==> config.mk <==
export PLATFORM = sky130hd
export DESIGN_NAME = operand_loader
export DESIGN_NICKNAME = d
export VERILOG_FILES = /design/src/rtl/operand_loader_pkg.sv /design/src/rtl/operand_loader_byte_lane_writer.sv /design/src/rtl/operand_loader.sv
export SDC_FILE = /design/constraint.sdc
export NUM_CORES = 1
export LEC_CHECK = 0
export BUFFER_PORTS_ARGS = -buffer_cell sky130_fd_sc_hd__buf_2
export CAP_MARGIN = 20
export CELL_PAD_IN_SITES_DETAIL_PLACEMENT = 0
export CELL_PAD_IN_SITES_GLOBAL_PLACEMENT = 1
export CORE_ASPECT_RATIO = 2
export CORE_MARGIN = 2
export CORE_UTILIZATION = 35
export CTS_CLUSTER_SIZE = 12
export DETAILED_ROUTE_END_ITERATION = 16
export GPL_TIMING_DRIVEN = 0
export PLACE_DENSITY_LB_ADDON = 0.25
export SYNTH_ARGS = -nofsm -noshare
export SYNTH_HDL_FRONTEND = slang
export SYNTH_SLANG_ARGS = --single-unit
==> constraint.sdc <==
create_clock -name clock -period 1.9 [get_ports clock]
set_input_delay 0.095 -clock clock [delete_from_list [all_inputs] [get_ports clock]]
set_output_delay 0.095 -clock clock [all_outputs]
set_load 0.01 [all_outputs]
==> src/rtl/operand_loader_pkg.sv <==
// Shared types and sizing helpers for the operand loader.
package operand_loader_pkg;

  typedef enum logic [1:0] {
    LOAD_A  = 2'd0,
    LOAD_B  = 2'd1,
    PRESENT = 2'd2
  } state_t;

  function automatic int unsigned calc_nbytes(input int unsigned dw, input int unsigned bw);
    return dw / bw;
  endfunction

  function automatic int unsigned calc_cnt_w(input int unsigned nbytes);
    return $clog2(2 * nbytes) + 1;
  endfunction

  function automatic int unsigned calc_idx_w(input int unsigned nbytes);
    return (nbytes > 1) ? $clog2(nbytes) : 1;
  endfunction

endpackage

==> src/rtl/operand_loader_byte_lane_writer.sv <==
// Wide register written one byte lane at a time, with synchronous clear.
module byte_lane_writer
  import operand_loader_pkg::*;
#(
  parameter int unsigned DATA_WIDTH = 32,
  parameter int unsigned BYTE_WIDTH = 8
) (
  input  logic                                                  clock,
  input  logic                                                  reset_n,
  input  logic                                                  clear,
  input  logic                                                  we,
  input  logic [calc_idx_w(calc_nbytes(DATA_WIDTH, BYTE_WIDTH))-1:0] idx,
  input  logic [BYTE_WIDTH-1:0]                                 din,
  output logic [DATA_WIDTH-1:0]                                 q
);

  localparam int unsigned NBYTES = calc_nbytes(DATA_WIDTH, BYTE_WIDTH);
  localparam int unsigned IDX_W  = calc_idx_w(NBYTES);

  always_ff @(posedge clock or negedge reset_n) begin
    if (!reset_n) begin
      q <= '0;
    end else if (clear) begin
      q <= '0;
    end else if (we) begin
      for (int unsigned k = 0; k < NBYTES; k++) begin
        if (idx == IDX_W'(k)) q[k*BYTE_WIDTH +: BYTE_WIDTH] <= din;
      end
    end
  end

endmodule

==> src/rtl/operand_loader.sv <==
// Assembles two little-endian operands from a byte stream and presents them
// together to the adder on a valid/ready handshake.
module operand_loader
  import operand_loader_pkg::*;
#(
  parameter int unsigned DATA_WIDTH = 32,
  parameter int unsigned BYTE_WIDTH = 8
) (
  input  logic                   clock,
  input  logic                   reset_n,
  input  logic [BYTE_WIDTH-1:0]  in_data,
  input  logic                   in_valid,
  output logic                   in_ready,
  input  logic                   abort,
  output logic [DATA_WIDTH-1:0]  out_a,
  output logic [DATA_WIDTH-1:0]  out_b,
  output logic                   out_valid,
  input  logic                   out_ready,
  output logic [calc_cnt_w(calc_nbytes(DATA_WIDTH, BYTE_WIDTH))-1:0] byte_count
);

  localparam int unsigned NBYTES = calc_nbytes(DATA_WIDTH, BYTE_WIDTH);
  localparam int unsigned CW     = calc_cnt_w(NBYTES);
  localparam int unsigned IDX_W  = calc_idx_w(NBYTES);
  localparam logic [CW-1:0] LAST_A = CW'(NBYTES - 1);
  localparam logic [CW-1:0] LAST_B = CW'(2 * NBYTES - 1);

  state_t        state, state_nx;
  logic [CW-1:0] cnt, cnt_nx, cnt_b;
  logic          valid_nx;
  logic          we_a, we_b, clr;

  always_ff @(posedge clock or negedge reset_n) begin
    if (!reset_n) begin
      state     <= LOAD_A;
      cnt       <= '0;
      out_valid <= 1'b0;
    end else begin
      state     <= state_nx;
      cnt       <= cnt_nx;
      out_valid <= valid_nx;
    end
  end

  // in_ready depends on registered state only, so accepting never waits on out_ready
  assign in_ready   = (state != PRESENT);
  assign byte_count = cnt;
  assign cnt_b      = cnt - CW'(NBYTES);

  always_comb begin
    state_nx = state;
    cnt_nx   = cnt;
    valid_nx = out_valid;
    we_a     = 1'b0;
    we_b     = 1'b0;
    clr      = 1'b0;
    if (abort) begin
      state_nx = LOAD_A;
      cnt_nx   = '0;
      valid_nx = 1'b0;
      clr      = 1'b1;
    end else begin
      case (state)
        LOAD_A: if (in_valid) begin
          we_a   = 1'b1;
          cnt_nx = cnt + 1'b1;
          if (cnt == LAST_A) state_nx = LOAD_B;
        end
        LOAD_B: if (in_valid) begin
          we_b   = 1'b1;
          cnt_nx = cnt + 1'b1;
          if (cnt == LAST_B) begin
            state_nx = PRESENT;
            valid_nx = 1'b1;
          end
        end
        PRESENT: if (out_valid && out_ready) begin
          state_nx = LOAD_A;
          cnt_nx   = '0;
          valid_nx = 1'b0;
        end
        default: begin
          state_nx = LOAD_A;
          cnt_nx   = '0;
          valid_nx = 1'b0;
        end
      endcase
    end
  end

  byte_lane_writer #(.DATA_WIDTH(DATA_WIDTH), .BYTE_WIDTH(BYTE_WIDTH)) u_lane_a (
    .clock   (clock),
    .reset_n (reset_n),
    .clear   (clr),
    .we      (we_a),
    .idx     (cnt[IDX_W-1:0]),
    .din     (in_data),
    .q       (out_a)
  );

  byte_lane_writer #(.DATA_WIDTH(DATA_WIDTH), .BYTE_WIDTH(BYTE_WIDTH)) u_lane_b (
    .clock   (clock),
    .reset_n (reset_n),
    .clear   (clr),
    .we      (we_b),
    .idx     (cnt_b[IDX_W-1:0]),
    .din     (in_data),
    .q       (out_b)
  );

endmodule

---- Word-level counts from Yosys, hierarchy flattened ----
Cells that the tools add are included.
word-level totals
  flip-flop bits (word level) ............. 71
  input bits .............................. 13
  output and inout port bits .............. 70
  logic and storage cells ................. 91
operators by class
  add/sub/neg operators ................... 2
  equal/unequal tests ..................... 18
  multiplexer cells ....................... 34
  reductions and logical operators ........ 26
operators with widths
  operator                                              number
  two-way mux 32 bit                                    4
  two-way mux 8 bit                                     8
  nonzero test 2 bit                                    10
  AND reduction 2 bit                                   9
  != test 3 bit (second input constant)                 5
  two-way mux 2 bit                                     6
  two-way mux 4 bit                                     3
  equality test 2 bit (second input constant)           5
  two-way mux 1 bit                                     10
  one-hot mux 4 bit (2 select lines)                    1
  equality test 2 x 1 -> 1 bit (second input constant)  3
  logical NOT 2 bit                                     3
  one-hot mux 2 bit (3 select lines)                    1
  AND reduction 5 bit                                   1
  adder 4 x 1 -> 4 bit (second input constant)          1
  equality test 4 x 2 -> 1 bit (second input constant)  1
  equality test 4 x 3 -> 1 bit (second input constant)  1
  != test 2 bit (second input constant)                 2
  AND reduction 4 bit                                   1
  != test 3 x 1 -> 1 bit (second input constant)        1
  one-hot mux 1 bit (3 select lines)                    1
  OR reduction 2 bit                                    1
  subtractor 2 x 1 -> 2 bit (second input constant)     1
  logical AND 1 bit                                     1

---- Longest topological paths before layout ----
Gate-level depths: netlist (run 1).
  depth after elaboration ................. 5
  mapped depth ............................ 5
  gate-level depth less buffers ........... 5

---- Modules after synthesis ----
From an unflattened synthesis (run 1), not the netlist that was laid out.
unflattened totals
  cell total of the unflattened synthesis .. 275
  area total of the unflattened synthesis .. 3309.4 sq um
modules (own cells, without submodules)
  module            instances  cells each  area an instance (sq um)  sequential area each (sq um)
  byte_lane_writer  2          115         1437.6                    800.8
  operand_loader    1          45          434.2                     175.2

---- Least setup slack after synthesis (run 1) ----
OpenSTA, ideal clock, no wires.
  path kind ............................... register -> register
  start ................................... register cnt[0] (netlist: byte_count[0])
  end ..................................... register u_lane_b.q[16]
  setup time .............................. 0.125 ns
  data arrival time ....................... 1.552 ns
  setup slack ............................. 0.223 ns
  cell stages (with the launch flop) ...... 6
  buffers on the path ..................... 0
  clock period less this slack ............ 1.677 ns
  cell sequence ........................... dfrtp_1 > inv_1 > ha_1 > nor2b_2 > a31oi_4 > mux2_2
between the ends
  word-level cells in the longest chain between the ends .. 4
RTL lines
  what                             RTL line                               source
  from (decl)                      operand_loader.sv:29                   logic [CW-1:0] cnt, cnt_nx, cnt_b;
  from (signal assigned)           operand_loader.sv:40                   cnt <= cnt_nx;
  subtractor 2 x 1 -> 2 bit        operand_loader.sv:48                   assign cnt_b = cnt - CW'(NBYTES);
  equality test 2 bit              operand_loader_byte_lane_writer.sv:27  if (idx == IDX_W'(k)) q[k*BYTE_WIDTH +: BYTE_WIDTH] <= din;
  nonzero test 2 bit (no line)     n/a
  AND reduction 2 bit (no line)    n/a
  to (signal, indexed assignment)  operand_loader_byte_lane_writer.sv:27
  to (decl)                        operand_loader_byte_lane_writer.sv:14  output logic [DATA_WIDTH-1:0] q
No other way between the ends.
A chain may end at the register's enable or synchronous reset.

---- Final worst setup path (run 1) ----
  start ................................... register cnt[0] (netlist: byte_count[0])
  end ..................................... register u_lane_b.q[3]
between the ends
  word-level cells in the longest chain between the ends .. 4
RTL lines
  what                           RTL line
  subtractor 2 x 1 -> 2 bit      operand_loader.sv:48
  logical NOT 2 bit              operand_loader_byte_lane_writer.sv:27
  nonzero test 2 bit (no line)   n/a
  AND reduction 2 bit (no line)  n/a
No other way between the ends.

==> flow_metrics.env, run 1 <==
export IMPL_start_util_pct=35.9
export IMPL_drt_vias_per_instance=4.91
export IMPL_final_common_cell="buf_2"
export IMPL_htreeDepth=3
export IMPL_vdd_ir_drop_max_mv=0.522
export IMPL_status="finished, final reports clean"
export IMPL_cp_slowest_stage_delay_ns=0.43
export IMPL_power_leakage_nw=1.97
export IMPL_grt_pass1_wl_mm=11.1
export IMPL_wl_met3_um=328
export IMPL_min_period_over_period_pct=95.1
export IMPL_cts_sinks=71
export IMPL_wl_per_cell_um=17.4
export IMPL_p_sw_share_pct=23.5
export IMPL_io_buffers=81
export IMPL_crit_arrival_ns=2.03
export IMPL_min_from="in_data[1]"
export IMPL_crit_fanout=8
export IMPL_ys_ff_latch=71
export IMPL_worstReg2RegEnd="u_lane_b.q[3]"
export IMPL_cts_root_buf="clkbuf_16"
export IMPL_yosysWarnings=0
export IMPL_fill_cells=831
export IMPL_synth_area_leaders="dfrtp_1, mux2_2, mux2i_1"
export IMPL_grt_pass1_vias=2060
export IMPL_firstDrtPassIters=4
export IMPL_antenna_left=0
export IMPL_setup_tns_final_ns=0
export IMPL_path_class="register to register"
export IMPL_pwr_share_seq_pct=43.2
export IMPL_end_kind="register"
export IMPL_power_share_clock_pct=44.8
export IMPL_grt_overflow=0
export IMPL_final_area_sq_um=3970
export IMPL_cts_tree="yes"
export IMPL_worst_pin_slew_ns=0.905
export IMPL_drv_slew=0
export IMPL_slowest_stage="dfrtp_1"
export IMPL_synth_yosys_seq_area_share_pct=57.6
export IMPL_setup_violations=0
export IMPL_wl_met1_mm=2.70
export IMPL_min_path_type="input pin to register"
export IMPL_diodes=0
export IMPL_r2r_start="byte_count[0]"
export IMPL_fin_skew_ns=0.00522
export IMPL_combPwrFrac_pct=12.0
export IMPL_dr_wl_met2_mm=4.15
export IMPL_max_slew_margin_pct=39.7
export IMPL_routed_wl_mm=7.39
export IMPL_drc_errors=0
export IMPL_ioPinCount=83
export IMPL_dr_total_vias=2082
export IMPL_nets=338
export IMPL_dr_max_layer_used="met4"
export IMPL_avgSynthCellArea_sq_um=13.7
export IMPL_yosysTopAreaCellShare_pct=57.6
export IMPL_drive_gt1_share_pct=51.5
export IMPL_crit_chain="inv_1 -> ha_1 -> nor2b_2 -> a31oi_4 -> mux2_2"
export IMPL_clk_path_buf_depth=2
export IMPL_dieArea_sq_um=9630
export IMPL_switchingPower_w=0.000907
export IMPL_antenna_found_initial=0
export IMPL_clk_pin_slew_ns=0.06
export IMPL_synth_distinct_cells=36
export IMPL_power_density_nw_per_um2=974
export IMPL_syn_cell_area_sq_um=3090
export IMPL_dp_hpwl_mm=5.36
export IMPL_hold_end="u_lane_b.q[25]"
export IMPL_holdWs_ns=0.0183
export IMPL_rows=48
export IMPL_period_needed_ns=1.81
export IMPL_hold_viol=0
export IMPL_die_x_um=70.4
export IMPL_numCtsBuffers=9
export IMPL_start_kind="register"
export IMPL_syn2layout_area_growth_pct=28.7
export IMPL_place_area_sq_um=3620
export IMPL_synthesis_nets=243
export IMPL_synth_top_cell_by_area="dfrtp_1"
export IMPL_grt_start_max_net_pins=72
export IMPL_maxCapViolations=0
export IMPL_syn_inst=226
export IMPL_intPower_w=0.00296
export IMPL_mostFrequentLayoutCells="buf_2, dfrtp_1, mux2_2"
export IMPL_coreArea_sq_um=8590
export IMPL_place_ws_ns=0.0303
export IMPL_gp_congestion=0.722
export IMPL_die_height_um=137
export IMPL_grtUsageTotal_pct=15.7
export IMPL_reg2reg_slack_ns=0.09
export IMPL_reg2regPathDepth=5
export IMPL_worst_endpoint_required_ns=2.12
export IMPL_min_path_cells=3
export IMPL_finalPower_w=0.00387
export IMPL_fmax_mhz=554
export IMPL_worst_slack_ns=0.0934
export IMPL_drt_initial_drc_count=80
export IMPL_cts_repair_resized=0
export IMPL_clk_latency_ns=0.33
area by class of cell:
| type | instances | area [sq um] | area share (%) |
|---|---|---|---|
| Inverter | 4 | 15.0 | 0.378 |
| Sequential cell | 71 | 1780 | 44.7 |
| Tap cell | 100 | 125 | 3.15 |
| Multi-Input combinational cell | 142 | 1240 | 31.2 |
| Timing Repair Buffer | 84 | 458 | 11.5 |
| Buffer | 9 | 56.3 | 1.42 |
| Clock buffer | 10 | 229 | 5.77 |
| Clock inverter | 4 | 72.6 | 1.83 |
metal layers:
layer | GRT usage (%) | up-vias
li1 | - | 975
met1 | 16.7 | 1032
met2 | 27.8 | 56
met3 | 4.05 | 19
met4 | 8.87 | 0
met5 | 0 | -
timing repair:
item / CTS / global route
endpoints found under the hold margin: 71 / 0
hold buffers: 1 / 0
endpoints found under the setup margin: 0 / 30
buffers inserted: 0 / 2
registers in the layout (all words and copies together) (netlist names):
signal / cells
state: 2
byte_count: 4
out_valid: 1
u_lane_b.q: 32
u_lane_a.q: 32
synth_stat cells (all sizes together):
library cell and instances:
inv 4, a21oi 14, a221oi 1, ha 4, and4b 1, and2b 1, a31oi 4, and3b 1
and4bb 1, nand4b 1, nand3 4, mux2i 9, a2111oi 1, nor2 12, nand4 1, nand2b 1
or3 1, nor2b 12, mux2 48, o311ai 1, dfrtp 71, nand2 20, o21ai 1, or2 1
clkbuf 4, buf 5, nand3b 2
how the worst max path moves through the flow:
| stage | startpoint | end | slack [ns] | cells after the start |
|---|---|---|---|---|
| finish | byte_count[0] | u_lane_b.q[3] | 0.09 | 5 |
| global route | byte_count[1] | u_lane_a.q[8] | -0.0006 | 5 |
| CTS | byte_count[0] | u_lane_b.q[22] | 0.02 | 5 |
| detailed placement | byte_count[1] | u_lane_b.q[12] | 0.03 | 5 |
| global placement | byte_count[0] | u_lane_b.q[23] | 0.06 | 5 |
| floorplan | byte_count[0] | u_lane_b.q[16] | 0.22 | 5 |
critical path, delay by kind of cell, from the launching register on:
family | cells | cell delay, ns
muxes | 1 | 0.38
DFF | 1 | 0.43
buffers and inverters | 1 | 0.13
AOI/OAI and AO/OA | 1 | 0.34
adders and majority gates | 1 | 0.21
and+or+nand+nor | 1 | 0.19
metrics by stage:
| step | util [%] | cells |
|---|---|---|
| floorplan | - | 226 |
| global placement | 42.1 | 407 |
| detailed placement | 42.1 | 407 |
| CTS | 45.8 | 422 |
| global route | 46.2 | 424 |
| finish | 46.2 | 424 |
cells by family (layout without fill, tap and decap cells):
| kind of cell | count (synthesis) | in the layout | share of synthesized area, % |
|---|---|---|---|
| adder cells (fa/ha/maj) | 4 | 4 | 1.62 |
| AND/OR/NAND/NOR | 59 | 59 | 10.8 |
| buffers and inverters | 13 | 111 | 2.31 |
| flip-flops | 71 | 71 | 57.6 |
| multiplexers | 57 | 57 | 20.4 |
| AO/OA/AOI/OAI | 22 | 22 | 7.30 |
power by group through the flow:
stage / Clock, W / Combinational, W / Sequential (W)
finish: 0.00173 / 0.000464 / 0.00167
global route: 0.00183 / 0.000506 / 0.00168
CTS: 0.00177 / 0.000464 / 0.00167
detailed placement: 0 / 0.000461 / 0.00170
global placement: 0 / 0.000454 / 0.00170
floorplan: 0 / 0.000204 / 0.00174
No activity file was read; power rests on OpenSTA's default activity.
==> run 2, diff against run 1 <==
Clock period 1.9 ns to 1.56 ns, I/O delays scaled along.
==> flow_metrics.env, run 2 (synthesized netlist as in run 1, its figures left out) <==
export IMPL_worst_slack_ns=0.0134
export IMPL_period_needed_ns=1.55
export IMPL_r2r_start="byte_count[1]"
export IMPL_final_common_cell="buf_2"
export IMPL_drt_vias_per_instance=4.96
export IMPL_numCtsBuffers=9
export IMPL_worst_endpoint_required_ns=1.78
export IMPL_multi_input_area_sq_um=1340
export IMPL_gp_congestion=0.757
export IMPL_min_period_over_period_pct=99.1
export IMPL_ff_latch_area_sq_um=1780
export IMPL_grt_overflow=0
export IMPL_dp_hpwl_mm=5.50
export IMPL_setup_tns_final_ns=0
export IMPL_cp_depth=6
export IMPL_nets=357
export IMPL_worst_pin_slew_ns=0.913
export IMPL_htreeDepth=3
export IMPL_fill_cells=789
export IMPL_cts_tree="yes"
export IMPL_clk_pin_slew_ns=0.06
export IMPL_fin_skew_ns=0.00461
export IMPL_ioPinCount=83
export IMPL_max_slew_margin_pct=39.1
export IMPL_crit_fanout=8
export IMPL_rows=48
export IMPL_io_buffers=81
export IMPL_setup_violations=0
export IMPL_power_density_nw_per_um2=1120
export IMPL_die_x_um=70.4
export IMPL_cp_slowest_stage_delay_ns=0.43
export IMPL_hold_viol=0
export IMPL_crit_start="byte_count[1]"
export IMPL_routed_wl_mm=7.94
export IMPL_power_leakage_nw=2.13
export IMPL_drive_gt1_share_pct=56.8
export IMPL_crit_chain="inv_2 -> ha_2 -> nor2b_4 -> a31oi_4 -> buf_12 -> mux2_2"
export IMPL_firstDrtPassIters=4
export IMPL_min_path_type="input pin to register"
export IMPL_fmax_mhz=647
export IMPL_end_kind="register"
export IMPL_syn2layout_area_growth_pct=38.8
export IMPL_cts_root_buf="clkbuf_16"
export IMPL_start_util_pct=35.9
export IMPL_mostFrequentLayoutCells="buf_2, dfrtp_1, mux2_2"
export IMPL_clk_path_buf_depth=2
export IMPL_vdd_ir_drop_max_mv=0.791
export IMPL_cts_sinks=71
export IMPL_die_height_um=137
export IMPL_crit_arrival_ns=1.76
export IMPL_crit_buf_inv=2
export IMPL_drv_slew=0
export IMPL_status="finished, final reports clean"
export IMPL_wl_per_cell_um=17.8
export IMPL_grt_start_max_net_pins=72
export IMPL_diodes=0
export IMPL_critPathTopFamily="flip-flops"
export IMPL_grt_pass1_wl_mm=12.3
export IMPL_start_kind="register"
export IMPL_min_path_cells=3
export IMPL_antenna_found_initial=0
export IMPL_antenna_left=0
export IMPL_path_class="register to register"
export IMPL_coreArea_sq_um=8590
export IMPL_slowest_stage="dfrtp_2"
export IMPL_maxCapViolations=0
export IMPL_final_util_pct=49.9
export IMPL_dr_total_vias=2209
export IMPL_drc_errors=0
export IMPL_rsz0062_at_grt="yes"
export IMPL_drt_initial_drc_count=97
export IMPL_worstReg2RegEnd="u_lane_b.q[10]"
export IMPL_dieArea_sq_um=9630
export IMPL_cp_endpoint="u_lane_b.q[10]"
export IMPL_grtUsageTotal_pct=17.2
export IMPL_clk_latency_ns=0.33
export IMPL_place_ws_ns=-0.200
export IMPL_grt_pass1_vias=2289
export IMPL_reg2reg_slack_ns=0.01
export IMPL_reg2regPathDepth=6
-- run 2: metrics by stage --
| stage | hold WS [ns] | std cells | total power (W) | area (sq um) |
|---|---|---|---|---|
| detailed placement | 0.268 | 407 | 0.00263 | 3620 |
| finish | 0.0104 | 445 | 0.00479 | 4280 |
| CTS | 0.000376 | 441 | 0.00483 | 4180 |
| global placement | 0.347 | 407 | 0.00262 | 3620 |
| floorplan | -0.218 | 226 | 0.00237 | 3090 |
| global route | 0.0160 | 445 | 0.00499 | 4280 |
-- run 2: how the worst min path moves through the flow --
stage | start | end | slack, ns
6_report | in_data[0] | u_lane_b.q[24] | 0.01
5_1_grt | in_data[2] | u_lane_b.q[26] | 0.02
4_1_cts | in_data[2] | u_lane_b.q[26] | 0.0004
3_5_place_dp | reset_n | state[0] | 0.27
3_3_place_gp | in_data[6] | u_lane_b.q[30] | 0.35
2_1_floorplan | reset_n | byte_count[0] | -0.22
-- run 2: final cells by class --
cell class	instances	area share, %
buffer	9	1.55
clock buffer	11	5.90
clock inverter	5	1.31
inverter	4	0.409
multi-input combinational	142	31.3
sequential	71	41.6
tap	100	2.92
timing repair buffer	103	15.1
-- run 2: metal layers --
metal | up-vias | global-route usage, % | part of all wire (%) | wire, um
met4 | 0 | 8.65 | 2.0 | 158
li1 | 1024 | - | - | -
met3 | 10 | 3.98 | 3.5 | 276
met2 | 55 | 30.9 | 57 | 4500
met5 | - | 0 | 0 | 0
met1 | 1120 | 18.8 | 38 | 3000
-- run 2: tightest hold or removal path: stages --
cell and delay [ns]:
buf_2 0.12, nand2_1 0.05, a21oi_1 0.05
-- run 2: what timing repair did --
action                                  CTS  global route
resized for setup                        17            17
pin swaps                                 6             6
hold buffers                              3             0
endpoints found under the setup margin   49            56
setup buffers                            15             4
hold endpoints to repair                 73             0
-- run 2: power breakdown --
part | switching (W) | internal, W
logic | 0.000337 | 0.000341
clock network | 0.000759 | 0.00132
registers | 0.0000687 | 0.00197
total | 0.00116 | 0.00363
==> run 3, diff against run 2 <==
Settings changed: CORE_ASPECT_RATIO 2 to not set.
==> flow_metrics.env, run 3 (synthesized netlist as in run 1, its figures left out) <==
export IMPL_htreeDepth=3
export IMPL_die_height_um=97.9
export IMPL_crit_arrival_ns=1.79
export IMPL_grt_start_max_net_pins=41
export IMPL_cp_slowest_stage_delay_ns=0.45
export IMPL_grt_pass1_vias=2172
export IMPL_antenna_found_initial=0
export IMPL_crit_fanout=4
export IMPL_end_kind="register"
export IMPL_dr_total_vias=2193
export IMPL_holdWs_ns=0.0344
export IMPL_drive_gt1_share_pct=55.4
export IMPL_period_needed_ns=1.56
export IMPL_grt_pass1_wl_mm=12.1
export IMPL_busiest_layer="met2"
export IMPL_path_class="register to register"
export IMPL_final_common_cell="buf_2"
export IMPL_numCtsBuffers=9
export IMPL_dp_cells=416
export IMPL_rsz0062_at_grt="yes"
export IMPL_use_met2_pct=24.3
export IMPL_clk_pin_slew_ns=0.09
export IMPL_vdd_ir_drop_max_mv=0.557
export IMPL_clk_latency_ns=0.35
export IMPL_firstDrtPassIters=2
export IMPL_worst_pin_slew_ns=0.553
export IMPL_die_x_um=97.9
export IMPL_crit_chain="inv_4 -> ha_2 -> nor2b_4 -> a31oi_4 -> buf_6 -> mux2_4"
export IMPL_setup_violations=0
export IMPL_nets=362
export IMPL_worst_endpoint_required_ns=1.79
export IMPL_clk_path_buf_depth=2
export IMPL_min_period_over_period_pct=99.9
export IMPL_syn2layout_area_growth_pct=37.3
export IMPL_drt_initial_drc_count=51
export IMPL_wl_per_cell_um=16.6
export IMPL_cts_tree="yes"
export IMPL_power_leakage_nw=2.09
export IMPL_io_buffers=81
export IMPL_grtUsageTotal_pct=16.5
export IMPL_multi_input_area_sq_um=1320
export IMPL_status="finished, final reports clean"
export IMPL_fmax_mhz=642
export IMPL_start_util_pct=35.7
export IMPL_hold_viol=0
export IMPL_max_slew_margin_pct=63.1
export IMPL_diodes=0
export IMPL_met3_usage_pct=5.80
export IMPL_grt_overflow=0
export IMPL_routed_wl_mm=7.62
export IMPL_maxCapViolations=0
export IMPL_worst_slack_ns=0.00150
export IMPL_mostFrequentLayoutCells="buf_2, dfrtp_1, mux2_2"
export IMPL_cts_root_buf="clkbuf_8"
export IMPL_fill_cells=835
export IMPL_start_kind="register"
export IMPL_coreArea_sq_um=8640
export IMPL_fin_skew_ns=0.0108
export IMPL_gp_congestion=0.741
export IMPL_ioPinCount=83
export IMPL_fin_cells=458
export IMPL_power_density_nw_per_um2=996
export IMPL_setup_tns_final_ns=0
export IMPL_drv_slew=0
export IMPL_place_ws_ns=-0.212
export IMPL_dieArea_sq_um=9590
export IMPL_min_path_type="input pin to register"
export IMPL_rows=34
export IMPL_use_met1_pct=22.3
export IMPL_dp_hpwl_mm=5.09
export IMPL_drt_vias_per_instance=4.79
export IMPL_antenna_left=0
export IMPL_slowest_stage="dfrtp_2"
export IMPL_cts_sinks=71
export IMPL_drc_errors=0
export IMPL_ff_latch_area_sq_um=1780
## run 3: metal layers
metal  up-vias  routed length, um
met5         -                  0
met4         0                156
met3        13                455
met2        51               3540
met1      1098               3470
li1       1031                  -
## run 3: area by class of cell
class / instances / share of cell area [%]
clock buffer: 9 / 2.92
inverter: 4 / 0.413
multi-input combinational: 142 / 31.2
tap: 108 / 3.19
sequential: 71 / 42.0
timing repair buffer: 108 / 16.9
buffer: 9 / 1.48
clock inverter: 7 / 1.89
## run 3: stage by stage
| stage | total power (W) | cell area, sq um | util (%) |
|---|---|---|---|
| 6_report | 0.00422 | 4240 | 49.1 |
| 5_1_grt | 0.00445 | 4240 | 49.1 |
| 4_1_cts | 0.00425 | 4140 | 47.9 |
| 3_3_place_gp | 0.00261 | 3630 | 42.0 |
| 2_1_floorplan | 0.00237 | 3090 | - |
| 3_5_place_dp | 0.00263 | 3650 | 42.3 |
## run 3: power by group
| part | switching, W | internal [W] |
|---|---|---|
| logic | 0.000334 | 0.000343 |
| registers | 0.0000645 | 0.00196 |
| clock network | 0.000759 | 0.000755 |
## run 3: path summary, 6_finish.rpt
check	from	endpoint	slack [ns]	depth (start not counted)
max	byte_count[0]	u_lane_b.q[21]	0.002	6
min	out_ready	out_valid	0.03	4
max reg2reg	byte_count[0]	u_lane_b.q[21]	0.002	6
min reg2reg	u_lane_a.q[6]	u_lane_a.q[6]	0.49	1
max in group asynchronous	reset_n	u_lane_b.q[11]	0.78	3
min in group asynchronous	reset_n	u_lane_b.q[15]	0.21	2
## run 3: worst max-delay path, delay by kind of cell, from the launching register on
kind                       cells  cell delay [ns]
AOI/OAI and AO/OA              1             0.11
adders and majority gates      1             0.16
buffers and inverters          2             0.24
DFF                            1             0.45
muxes                          1             0.29
and+or+nand+nor                1             0.19
## run 3: repair_timing
action,in CTS,in global routing
pin swaps,6,3
buffers inserted,15,2
resized for setup,8,21
setup endpoints to repair,49,48
hold buffers,9,0
hold endpoints to repair,39,0
